**src/rtl/video_shifter.sv**
```systemverilog
// video_shifter: serial dot generator for text, hi-res and lo-res video.
// Builds the dot stream from bytes loaded on the timing PAL strobe and derives
// the text flash phase from a frame counter.
// Optional feature: define VIDEO_SHIFTER_LORES_EN to include the lo-res nibble
// ring. Without it, gr=1/hires=0 bytes go through the hi-res shifter with no
// half-dot delay.
module video_shifter (
    input  logic       clk_14M,
    input  logic       reset,
    input  logic       ldps_n,
    input  logic       vid7m,
    input  logic       eighty_vid_n,
    input  logic       gr,
    input  logic       hires,
    input  logic       h0,
    input  logic       segb,
    input  logic [7:0] vid_data,
    input  logic       text_inv,
    input  logic       text_flash,
    input  logic       vsync,
    output logic       vid_out,
    output logic       flash
);

    logic       sh_en;
    logic       load;
    logic [6:0] shift_q, shift_d;
    logic       delay_q;
    logic       gr_q, hires_q, hd_q, inv_q, tflash_q;
    logic [3:0] frame_q, frame_d;
    logic       flash_q, flash_d;
    logic       vid_q, vid_d;
    logic       lores_sel;
    logic       lores_dot;

    // 80-column and double modes shift on every master clock.
    assign sh_en = ~eighty_vid_n | vid7m;
    assign load  = ~ldps_n;

    // Dot shifter next state: load beats shift; zeros fill from the top so an
    // over-run byte goes blank instead of repeating.
    always_comb begin
        shift_d = shift_q;
        if (load) begin
            shift_d = vid_data[6:0];
        end else if (sh_en) begin
            shift_d = {1'b0, shift_q[6:1]};
        end
    end

    // Shifter, half-dot delay tap and per-byte mode latches.
    always_ff @(posedge clk_14M) begin
        if (reset) begin
            shift_q  <= '0;
            delay_q  <= 1'b0;
            gr_q     <= 1'b0;
            hires_q  <= 1'b0;
            hd_q     <= 1'b0;
            inv_q    <= 1'b0;
            tflash_q <= 1'b0;
        end else begin
            shift_q <= shift_d;
            // Runs every cycle so the last dot of one byte carries into the next.
            delay_q <= shift_q[0];
            if (load) begin
                gr_q     <= gr;
                hires_q  <= hires;
                hd_q     <= vid_data[7];
                inv_q    <= text_inv;
                tflash_q <= text_flash;
            end
        end
    end

`ifdef VIDEO_SHIFTER_LORES_EN
    logic [3:0] ring_q, ring_d;
    logic [3:0] nib;

    // Lo-res ring next state: odd columns start two places further round; the
    // ring free-runs at the master clock independent of the shift enable.
    always_comb begin
        nib = segb ? vid_data[7:4] : vid_data[3:0];
        if (load) begin
            ring_d = h0 ? {nib[1:0], nib[3:2]} : nib;
        end else begin
            ring_d = {ring_q[0], ring_q[3:1]};
        end
    end

    // Lo-res ring register.
    always_ff @(posedge clk_14M) begin
        if (reset) begin
            ring_q <= '0;
        end else begin
            ring_q <= ring_d;
        end
    end

    assign lores_sel = gr_q & ~hires_q;
    assign lores_dot = ring_q[0];
`else
    // Column parity and nibble select only matter to the lo-res ring.
    logic unused_lores;
    assign unused_lores = h0 ^ segb;
    assign lores_sel    = 1'b0;
    assign lores_dot    = 1'b0;
`endif

    // Frame counter next state: flash phase flips each time the counter wraps.
    always_comb begin
        frame_d = frame_q;
        flash_d = flash_q;
        if (vsync) begin
            frame_d = frame_q + 4'd1;
            if (frame_q == 4'hF) begin
                flash_d = ~flash_q;
            end
        end
    end

    // Output dot selection by the mode latched with the current byte.
    always_comb begin
        vid_d = shift_q[0];
        if (!gr_q) begin
            vid_d = shift_q[0] ^ (inv_q | (tflash_q & flash_q));
        end else if (lores_sel) begin
            vid_d = lores_dot;
        end else if (hires_q && hd_q) begin
            vid_d = delay_q;
        end
    end

    // Registered dot output and flash state.
    always_ff @(posedge clk_14M) begin
        if (reset) begin
            vid_q   <= 1'b0;
            frame_q <= '0;
            flash_q <= 1'b0;
        end else begin
            vid_q   <= vid_d;
            frame_q <= frame_d;
            flash_q <= flash_d;
        end
    end

    assign vid_out = vid_q;
    assign flash   = flash_q;

endmodule

```
**config.mk**
```make
export PLATFORM = sky130hd
export DESIGN_NAME = video_shifter
export DESIGN_NICKNAME = d
export VERILOG_FILES = /design/src/rtl/video_shifter.sv
export SDC_FILE = /design/constraint.sdc
export NUM_CORES = 1
export LEC_CHECK = 0
export BUFFER_PORTS_ARGS = -buffer_cell sky130_fd_sc_hd__buf_2
export CAP_MARGIN = 20
export CORE_MARGIN = 2
export CORE_UTILIZATION = 44
export DETAILED_ROUTE_END_ITERATION = 16
export GPL_ROUTABILITY_DRIVEN = 0
export PLACE_DENSITY_LB_ADDON = 0.2
export SLEW_MARGIN = 5
export SYNTH_ARGS = -nofsm -noshare
export SYNTH_HDL_FRONTEND = slang
export SYNTH_SLANG_ARGS = --single-unit
```
**constraint.sdc**
```tcl
create_clock -name clk_14M -period 0.96 [get_ports clk_14M]
set_input_delay 0.048 -clock clk_14M [delete_from_list [all_inputs] [get_ports clk_14M]]
set_output_delay 0.048 -clock clk_14M [all_outputs]
set_load 0.05 [all_outputs]
```
==> metrics.md, run 1 <==
| Metric | Value |
|---|---|
| Outcome | finished, violations left |
| Violated checks | setup timing |
| Synth top area share | 0.482 |
| Cells along the critical path | or4_4 -> o311ai_2 |
| Crit path launch type | flip-flop |
| Final setup violation count | 2 |
| DR pass1 iterations | 3 |
| Skew-Pair Late Insertion Delay | 280 ps |
| Slew Limit Fails | 0 |
| Worst path max stage delay | 500 ps |
| Adder-Cell Fraction of Synth Area | 0.0158 |
| Initial antenna violation count | 0 |
| Placed instance count | 127 |
| Asr flop ratio synth | 0 |
| Worst path required time | 1160 ps |
| R2r setup slk | -30 ps |
| # H-tree levels | 1 |
| CTS tree | built |
| Root Buffer | clkbuf_4 |
| Largest family of logic cells by synthesized area | multiplexers |
| TNS Setup | -31.9 ps |
| IO Pins | 22 |
| Seq/Total Area, Yosys | 0.482 |
| Relative slew margins | 0.836 |
| Slack of the critical path | -27.0 ps |
| Num rows | 15 |
| Synth Flop Type | dfxtp_1 |
| Die span in x | 46.4 microns |
| Arr. time, crit path | 1190 ps |
| Clock Skew | 0.523 ps |
| Worst-Margin Slew | 245 ps |
| Post-DRT Antenna Nets | 0 |
| Final Hold Fails | 0 |
| RSZ-0062 raised after global routing | yes |
| Hold slack | 23.2 ps |
| Synth Area in Simple Gates | 0.157 |
| Worst-path clk slew | 100 ps |
| Mapped Area | 790 sq um |
| I/O Buffers | 19 |
| Max-Cap Viols | 0 |
| CP max FO | 2 |
| DRC | 0 |
| Largest net degree at the start of global routing | 21 |
| CP endpoint kind | flip-flop |
| Peak Freq | 1.01 GHz |
| Post-synth EDFFs | 0 |
| Synth Area in Compound Gates | 0.0808 |
| Post-place setup slack | -22.9 ps |
| Clock buffer depth | 2 |
| Period utilization | 1.03 |
| Slowest CP cell | or4_4 |
| Synth unique cells | 21 |
| Final Instance Count excl. Fillers | 138 |
| Avg Cell Area, Syn | 9.99 sq um |
| ANT cells | 0 |
| Grt ovf | 0 |
| Vias post-DR | 646 |
| Final WL | 1.51 mm |
| Number of synthesis warnings | 0 |
| Worst-case vdd ir drop | 0.00104 V |
| Worst setup path class | flip-flop to flip-flop |
| #FFs+latches synth | 19 |
| Wire per inst | 10.9 microns |
| Die footprint | 0.00215 sq mm |
| TritonCTS buffer count | 3 |
| Vias in the first global route | 602 |
| Bufs and invs on worst path | 0 |
| Tot GR Track Use | 0.158 |
| Fillers | 158 |
| Drt initial violations | 4 |
| Hpwl dp | 1.07 mm |
| Syn nets | 100 |
| Synth Instances | 79 |
| Post-Synth XOR/XNOR Area | 0.0444 |
| Final min period | 987 ps |
| Crit path max-delay family | simple AND/OR/NAND/NOR gates |
| Die height | 46.4 microns |
| Final nets | 135 |
| Layout cells sized above 1 | 0.398 |
| Via density | 4.68 |
| Static Leak | 0.508 nW |
| Largest area contributor in the netlist | dfxtp_1 |
| Worst Hold Class | input pin to flip-flop |
| Post-synthesis mux area share | 0.165 |
| P per Cell Area | 1360 mW/mm^2 |
| Initial Util | 0.462 |
| TritonCTS Sinks | 19 |
| Area Growth Syn to Fin | 39.1% |
| Area contributors post-synth | dfxtp_1 48%, mux2i_1 16%, nor2_1 7.6%, a211oi_1 5.7%, xor2_1 3.3% |
| Core Box Area | 0.00171 sq mm |
| First-pass GRT wire length | 2.39 mm |
-- power by group --
part | switching [mW] | internal [mW]
registers | 0.0274 | 0.836
clock network | 0.218 | 0.161
logic | 0.113 | 0.141
-- metal layers --
metal / share of wire / GRT usage / vias to the layer above
met5: 0 / 0 / -
met2: 0.48 / 0.281 / 11
met3: 0.043 / 0.0588 / 2
li1: - / - / 344
met1: 0.47 / 0.177 / 289
met4: 0.0080 / 0.0343 / 0
-- state kept, by name, summed over array words and instances, names as in the netlist --
name and count:
frame_q 4, delay_q 1, hd_q 1, inv_q 1, vid_out 1, hires_q 1
shift_q 7, gr_q 1, flash 1, tflash_q 1
-- path summary, 6_finish.rpt --
| check | startpoint | endpoint | depth (start not counted) |
|---|---|---|---|
| worst max-delay path | shift_q[0] | vid_out | 2 |
| worst min-delay path | vid_data[0] | shift_q[0] | 3 |
| worst max register to register | shift_q[0] | vid_out | 2 |
| worst min register to register | tflash_q | tflash_q | 2 |
-- through the flow --
stage          utilization  power (mW)  instance area [sq um]
6_report             0.643        1.50                   1100
5_1_grt              0.643        1.58                   1100
4_1_cts              0.630        1.51                   1080
3_5_place_dp         0.566        1.10                    967
3_3_place_gp         0.566        1.09                    967
2_1_floorplan            -        1.01                    797
-- logic make-up after synthesis --
group / Yosys count
mux: 13
fa+ha+maj: 1
compound gates: 9
xor+xnor: 4
buf+inv: 7
flops: 19
simple gates: 26
-- timing repair --
| action | 4_1_cts | 5_1_grt |
|---|---|---|
| gates resized for setup | 8 | 4 |
| endpoints found under the setup margin | 3 | 4 |
| buffers inserted | 1 | 0 |
| pin swaps | 4 | 1 |
| hold endpoints to repair | 6 | 0 |
| hold buffers | 6 | 0 |
-- worst register-to-register path: stages, from the launching register on --
cell	delay [ps]
dfxtp_2	330
or4_4	500
o311ai_2	70
-- synthesized netlist by cell type, types with 2 or more instances --
cell type / count
nor2_1: 16
mux2i_1: 13
nand2_1: 2
xor2_1: 3
a21oi_1: 2
dfxtp_1: 19
nand4_1: 3
buf_2: 2
buf_4: 2
a211oi_1: 6
-- cell type report --
class | count | area, sq um | area share
Clock buffer | 4 | 26.3 | 0.0239
Inverter | 2 | 7.51 | 0.00683
Multi-Input combinational cell | 53 | 393 | 0.358
Sequential cell | 19 | 392 | 0.356
Tap cell | 25 | 31.3 | 0.0285
Timing Repair Buffer | 35 | 249 | 0.227
-- cells in the final DEF, fill, tap and decap left out --
| cell | instances |
|---|---|
| nor2b_1 | 1 |
| buf_12 | 1 |
| buf_4 | 9 |
| o311ai_2 | 1 |
| dfxtp_2 | 6 |
| a21oi_2 | 1 |
| nand4b_1 | 1 |
| or4_4 | 1 |
| ha_4 | 1 |
| dfxtp_4 | 1 |
| dlygate4sd3_1 | 6 |
| xnor2_1 | 1 |
| xor2_1 | 3 |
| inv_1 | 1 |
| buf_6 | 1 |
| nand2b_1 | 1 |
| mux2i_1 | 13 |
| nand2_1 | 2 |
| clkbuf_4 | 3 |
| inv_2 | 1 |
| nand4_1 | 3 |
| a211oi_1 | 6 |
| a21oi_1 | 1 |
| dfxtp_1 | 12 |
| buf_2 | 18 |
| nand2b_2 | 1 |
| nor2_1 | 16 |
| clkbuf_1 | 1 |
(Power assumes the default switching activity.)
==> run 2: changes to the inputs <==
- CORE_ASPECT_RATIO: not set -> 1.2
- RECOVER_POWER: not set -> 50
==> run 2 against run 1 <==
Effect of this change:
- the flow still finishes with violations (setup timing)
- final area decreased by 4.4%
- hold slack lost 8.3 ps
- non-clock buffer count is 3 lower
- clock power up 2%
- die area about the same
- core utilization decreased by 1.1 points
- maximum frequency down 0.99%
- via count increased by 0.77%
- combinational power down 9.8%
- largest cell class is now sequential cells
==> metrics.md, run 2 (synthesis gave the netlist of run 1 again) <==
| Metric | Value |
|---|---|
| Clock power frac | 0.263 (+0.009) |
| Vias in the first global route | 658 (+9.3%) |
| Crit path launch type | flip-flop |
| Worst setup path class | flip-flop to flip-flop |
| Worst path max stage delay | 500 ps (about the same) |
| Final setup violation count | 1 (-1) |
| First-pass GRT wire length | 2.61 mm (+9.3%) |
| Psw | 0.368 mW (+2.5%) |
| WP depth | 2 (unchanged) |
| Peak Freq | 1.00 GHz (-0.99%) |
| Seq pwr share | 0.582 (+0.005) |
| Net Sw Frac | 0.248 (+0.00884) |
| Cells along the critical path | or4_1 -> o311ai_1 |
| Most common cell after layout, fill and taps aside | buf_2 |
| Initial antenna violation count | 0 (unchanged) |
| Static Leak | 0.488 nW (-4.0%) |
| Most flop-heavy register | shift_q |
| Worst path required time | 1160 ps (about the same) |
| Hpwl dp | 981 microns (-8.6%) |
| Final min period | 997 ps (+9.83 ps) |
| Worst-path clk slew | 110 ps (about the same) |
| Clock buffer depth | 2 (unchanged) |
| I/O Buffers | 19 (unchanged) |
| Finished Core Util | 0.632 (-0.0114) |
| Clock Skew | 4.38 ps (+3.86 ps) |
| RSZ-0062 raised after global routing | yes |
| CP max FO | 2 (unchanged) |
| P per Cell Area | 1410 mW/mm^2 (+3.4%) |
| Outcome | finished, violations left |
| Skew-Pair Late Insertion Delay | 290 ps (about the same) |
| TritonCTS Sinks | 19 (unchanged) |
| CTS tree | built |
| Root Buffer | clkbuf_4 |
| TritonCTS buffer count | 3 (unchanged) |
| Internal power | 1.11 mW (-2.3%) |
| Commonest cells after routing, fill and taps aside | 18 x buf_2, 16 x nor2_1, 14 x dfxtp_1 |
| Max reg flops | 7 (unchanged) |
| Bufs and invs on worst path | 0 (unchanged) |
| ANT cells | 0 (unchanged) |
| Final Hold Fails | 0 (unchanged) |
| Num rows | 16 (+1) |
| Relative slew margins | 0.754 (-0.0822) |
| IO Pins | 22 (unchanged) |
| Worst hold stages | 3 (unchanged) |
| Drt initial violations | 2 (-2) |
| Worst Hold Class | input pin to flip-flop |
| Initial Util | 0.475 (+0.0129) |
| Slack of the critical path | -36.8 ps (-9.83 ps) |
| Crit path max-delay family | simple AND/OR/NAND/NOR gates |
| Worst reg2reg path depth | 2 (unchanged) |
| Die height | 50.4 microns (+8.7%) |
| Core Box Area | 0.00166 sq mm (-2.7%) |
| Slew Limit Fails | 0 (unchanged) |
| Gate power share | 0.155 (-0.015) |
| Grt ovf | 0 (unchanged) |
| Die footprint | 0.00215 sq mm (about the same) |
| Worst-case vdd ir drop | 0.000841 V (-19%) |
| Final WL | 1.46 mm (-2.9%) |
| Wire per inst | 11.4 microns (+4.7%) |
| Violated checks | setup timing |
| # H-tree levels | 1 (unchanged) |
| Area Growth Syn to Fin | 33.0% |
| Arr. time, crit path | 1190 ps (about the same) |
| CP endpoint kind | flip-flop |
| Via density | 5.09 (+8.6%) |
| DR pass1 iterations | 3 (unchanged) |
| Post-DRT Antenna Nets | 0 (unchanged) |
| Largest net degree at the start of global routing | 21 (unchanged) |
| Die span in x | 42.7 microns (-8.0%) |
| Tot GR Track Use | 0.159 (+0.00157) |
| Hold slack | 14.9 ps (-8.30 ps) |
| Slowest CP cell | or4_1 |
| Biggest regs | shift_q (7), frame_q (4) |
| Vias post-DR | 651 (+0.77%) |
| Period utilization | 1.04 (+0.0102) |
| Layout cells sized above 1 | 0.355 (-0.0437) |
| Worst-Margin Slew | 369 ps (+125 ps) |
| Max-Cap Viols | 0 (unchanged) |
| DRC | 0 (unchanged) |
| Final nets | 132 (-2.2%) |
run 2: changes by cell type in the layout (fill, tap and decap cells not counted), sizes merged:
cell	previous run	this run
clkinv	0	1
clkbuf	4	3
buf	29	26
run 2: final cells by class:
cell class / count / area [sq um]
multi-input cells: 53 / 382
fillers: 148 / 612
clock inverters: 1 / 5.00
flip-flops and latches: 19 / 389
clock buffers: 3 / 22.5
well taps: 18 / 22.5
repair buffers: 32 / 221
inverters: 2 / 7.51
run 2: worst paths after layout:
check,start,end,slack (ps)
min reg2reg,hd_q,hd_q,510
max,shift_q[0],vid_out,-40
max reg2reg,shift_q[0],vid_out,-40
min,vid_data[3],shift_q[3],10
run 2: routing by layer:
layer | vias to the layer above | part of all wire | track usage
met4 | 0 | 0.0089 | 0.0781
met1 | 299 | 0.45 | 0.188
met5 | - | 0 | 0
met2 | 11 | 0.49 | 0.275
li1 | 339 | - | -
met3 | 2 | 0.040 | 0.0252
run 2: worst register-to-register path, stage by stage, from the launching register on:
cell      delay, ps
dfxtp_1         320
or4_1           500
o311ai_1         80
run 2: metrics by stage:
step                      power, mW  TNS (ps)  std cells  area [sq um]  setup WS (ps)
final                          1.48     -36.8        128          1050          -36.8
after global routing           1.57      -101        128          1050          -70.7
after CTS                      1.48     -65.1        127          1020          -47.2
after detailed placement       1.08     -28.1        117           923          -28.1
after global placement         1.07         0        117           923         0.0357
after floorplan                1.01     -98.4         79           797          -98.4
run 2: repair_timing:
action,4_1_cts,5_1_grt
hold endpoints to repair,6,0
hold buffers,6,0
resized for setup,4,6
pin swaps,2,1
endpoints found under the setup margin,3,5
buffers inserted,0,1
run 2: power by group through the flow:
| stage | Combinational (mW) | Sequential [mW] | Clock, mW |
|---|---|---|---|
| 6_report | 0.229 | 0.861 | 0.389 |
| 5_1_grt | 0.259 | 0.869 | 0.446 |
| 4_1_cts | 0.227 | 0.857 | 0.401 |
| 3_5_place_dp | 0.207 | 0.874 | 0 |
| 3_3_place_gp | 0.201 | 0.872 | 0 |
| 2_1_floorplan | 0.120 | 0.885 | 0 |
==> run 3: changes to the inputs <==
- CAP_MARGIN: 20 -> not set
- CORE_UTILIZATION: 44 -> 45
- clock period: 0.96 -> 1.3 ns (I/O delays scaled with it)
==> run 3 against run 2 <==
Effect of this change:
- the run now ends clean
- core utilization fell by 6.2 points
- via count is 4.5% lower
- first-iteration DRC count increased to 2.5 times the previous value
- sequential power down 26%
- power shrank 27%
- sequential share of layout area increased by 3.7 points
- count of clock-buffer cells in the layout increased by 1
- clock skew shrank 1.3 ps
- global-route usage shrank 0.22 points
==> metrics.md, run 3 (synthesis gave the netlist of run 1 again) <==
| Metric | Value |
|---|---|
| Outcome | finished, final reports clean |
| Root Buffer | clkbuf_4 |
| Die height | 49.9 microns (-1.0%) |
| Max-Cap Viols | 0 (unchanged) |
| Most flop-heavy register | shift_q |
| I/O Buffers | 19 (unchanged) |
| Worst Hold Class | input pin to flip-flop |
| Grt ovf | 0 (unchanged) |
| Peak Freq | 0.964 GHz (-3.9%) |
| Worst path required time | 1510 ps (+350 ps) |
| Most common cell after layout, fill and taps aside | buf_2 |
| Final setup violation count | 0 (-1) |
| CP endpoint kind | flip-flop |
| Die span in x | 42.2 microns (-1.0%) |
| DRC | 0 (unchanged) |
| CP max FO | 5 (+3) |
| First-pass GRT wire length | 2.55 mm (-2.1%) |
| Worst setup path class | flip-flop to flip-flop |
| Worst-case vdd ir drop | 0.000821 V (-2.4%) |
| Cells along the critical path | or4_1 -> o311ai_1 |
| Total chip power | 1.07 mW (-27%) |
| Relative slew margins | 0.751 (-0.00282) |
| TritonCTS buffer count | 3 (unchanged) |
| Commonest cells after routing, fill and taps aside | 19 x buf_2, 18 x dfxtp_1, 16 x nor2_1 |
| Wire per inst | 11.4 microns (-0.60%) |
| Layout cells sized above 1 | 0.257 (-0.0971) |
| Static Leak | 0.440 nW (-9.8%) |
| Tot GR Track Use | 0.157 (-0.00219) |
| TritonCTS Sinks | 19 (unchanged) |
| Worst-Margin Slew | 374 ps (+4.23 ps) |
| Post-DRT Antenna Nets | 0 (unchanged) |
| Final Hold Fails | 0 (unchanged) |
| Initial Util | 0.481 (+0.00579) |
| # H-tree levels | 1 (unchanged) |
| Slowest CP cell | or4_1 |
| Slew Limit Fails | 0 (unchanged) |
| Die footprint | 0.00211 sq mm (-2.0%) |
| P per Cell Area | 1150 mW/mm^2 (-19%) |
| Vias post-DR | 622 (-4.5%) |
| Arr. time, crit path | 1250 ps (+60 ps) |
| IO Pins | 22 (unchanged) |
| Area Growth Syn to Fin | 18.5% |
| Max reg flops | 7 (unchanged) |
| Largest net degree at the start of global routing | 21 (unchanged) |
| Hpwl dp | 977 microns (-0.35%) |
| Biggest regs | shift_q (7), frame_q (4) |
| Period utilization | 0.798 (-0.241) |
| Clock buffer depth | 2 (unchanged) |
| Hold slack | 13.4 ps (-1.53 ps) |
| Num rows | 16 (unchanged) |
| Crit path launch type | flip-flop |
| Final nets | 123 (-6.8%) |
| Core Box Area | 0.00164 sq mm (-1.2%) |
| Clock Skew | 3.09 ps (-1.29 ps) |
| TNS Setup | 0 ps (+36.8 ps) |
| ANT cells | 0 (unchanged) |
| Initial antenna violation count | 0 (unchanged) |
| CTS tree | built |
| RSZ-0062 raised after global routing | no |
| Worst path max stage delay | 510 ps (about the same) |
| Worst-path clk slew | 100 ps (about the same) |
| DR pass1 iterations | 2 (-1) |
| Vias in the first global route | 630 (-4.3%) |
| Final WL | 1.35 mm (-7.6%) |
| Drt initial violations | 5 (+3) |
| Skew-Pair Late Insertion Delay | 290 ps (about the same) |
| Via density | 5.23 (+2.8%) |
| Final min period | 1040 ps (+40.0 ps) |
| Fillers | 166 (+12%) |
run 3: what timing repair did:
| item | CTS | global route |
|---|---|---|
| buffers inserted | 0 | 0 |
| resized for setup | 0 | 0 |
| hold endpoints to repair | 3 | 0 |
| hold buffers | 3 | 0 |
run 3: worst max-delay path: cells and delay by family (launching register included):
kind / cells / cell delay (ps)
flip-flops: 1 / 350
AO/OA/AOI/OAI: 1 / 90
AND/OR/NAND/NOR: 1 / 510
run 3: metal layers:
layer	track usage	share of wire	vias to the layer above
met3	0.0549	0.055	2
met4	0.0469	0.0096	0
met2	0.290	0.50	14
li1	-	-	318
met1	0.164	0.44	288
met5	0	0	-
run 3: area by class of cell:
type | count | area [sq um] | share of cell area
well taps | 18 | 22.5 | 0.0241
multi-input cells | 53 | 365 | 0.390
repair buffers | 23 | 133 | 0.142
clock buffers | 4 | 26.3 | 0.0281
flip-flops and latches | 19 | 382 | 0.408
inverters | 2 | 7.51 | 0.00802
run 3: worst paths after layout:
| path | end | depth (start not counted) | from | slack (ps) |
|---|---|---|---|---|
| worst min-delay path | gr_q | 3 | gr | 10 |
| worst max-delay path | vid_out | 2 | shift_q[0] | 260 |
| worst min register to register | hd_q | 2 | hd_q | 510 |
| worst max register to register | vid_out | 2 | shift_q[0] | 260 |
run 3: stage by stage:
stage / instances / worst slack, ps / util / area, sq um
after detailed placement: 112 / 280 / 0.536 / 880
after global placement: 112 / 298 / 0.536 / 880
after floorplan: 79 / 130 / - / 791
final: 119 / 263 / 0.570 / 936
after CTS: 119 / 258 / 0.570 / 936
after global routing: 119 / 223 / 0.570 / 936
run 3: where the power goes:
| part | internal [mW] | switching, mW | total, mW |
|---|---|---|---|
| Combinational | 0.0706 | 0.0696 | 0.140 |
| Clock | 0.119 | 0.176 | 0.295 |
| Sequential | 0.617 | 0.0208 | 0.638 |
| Total | 0.807 | 0.266 | 1.07 |
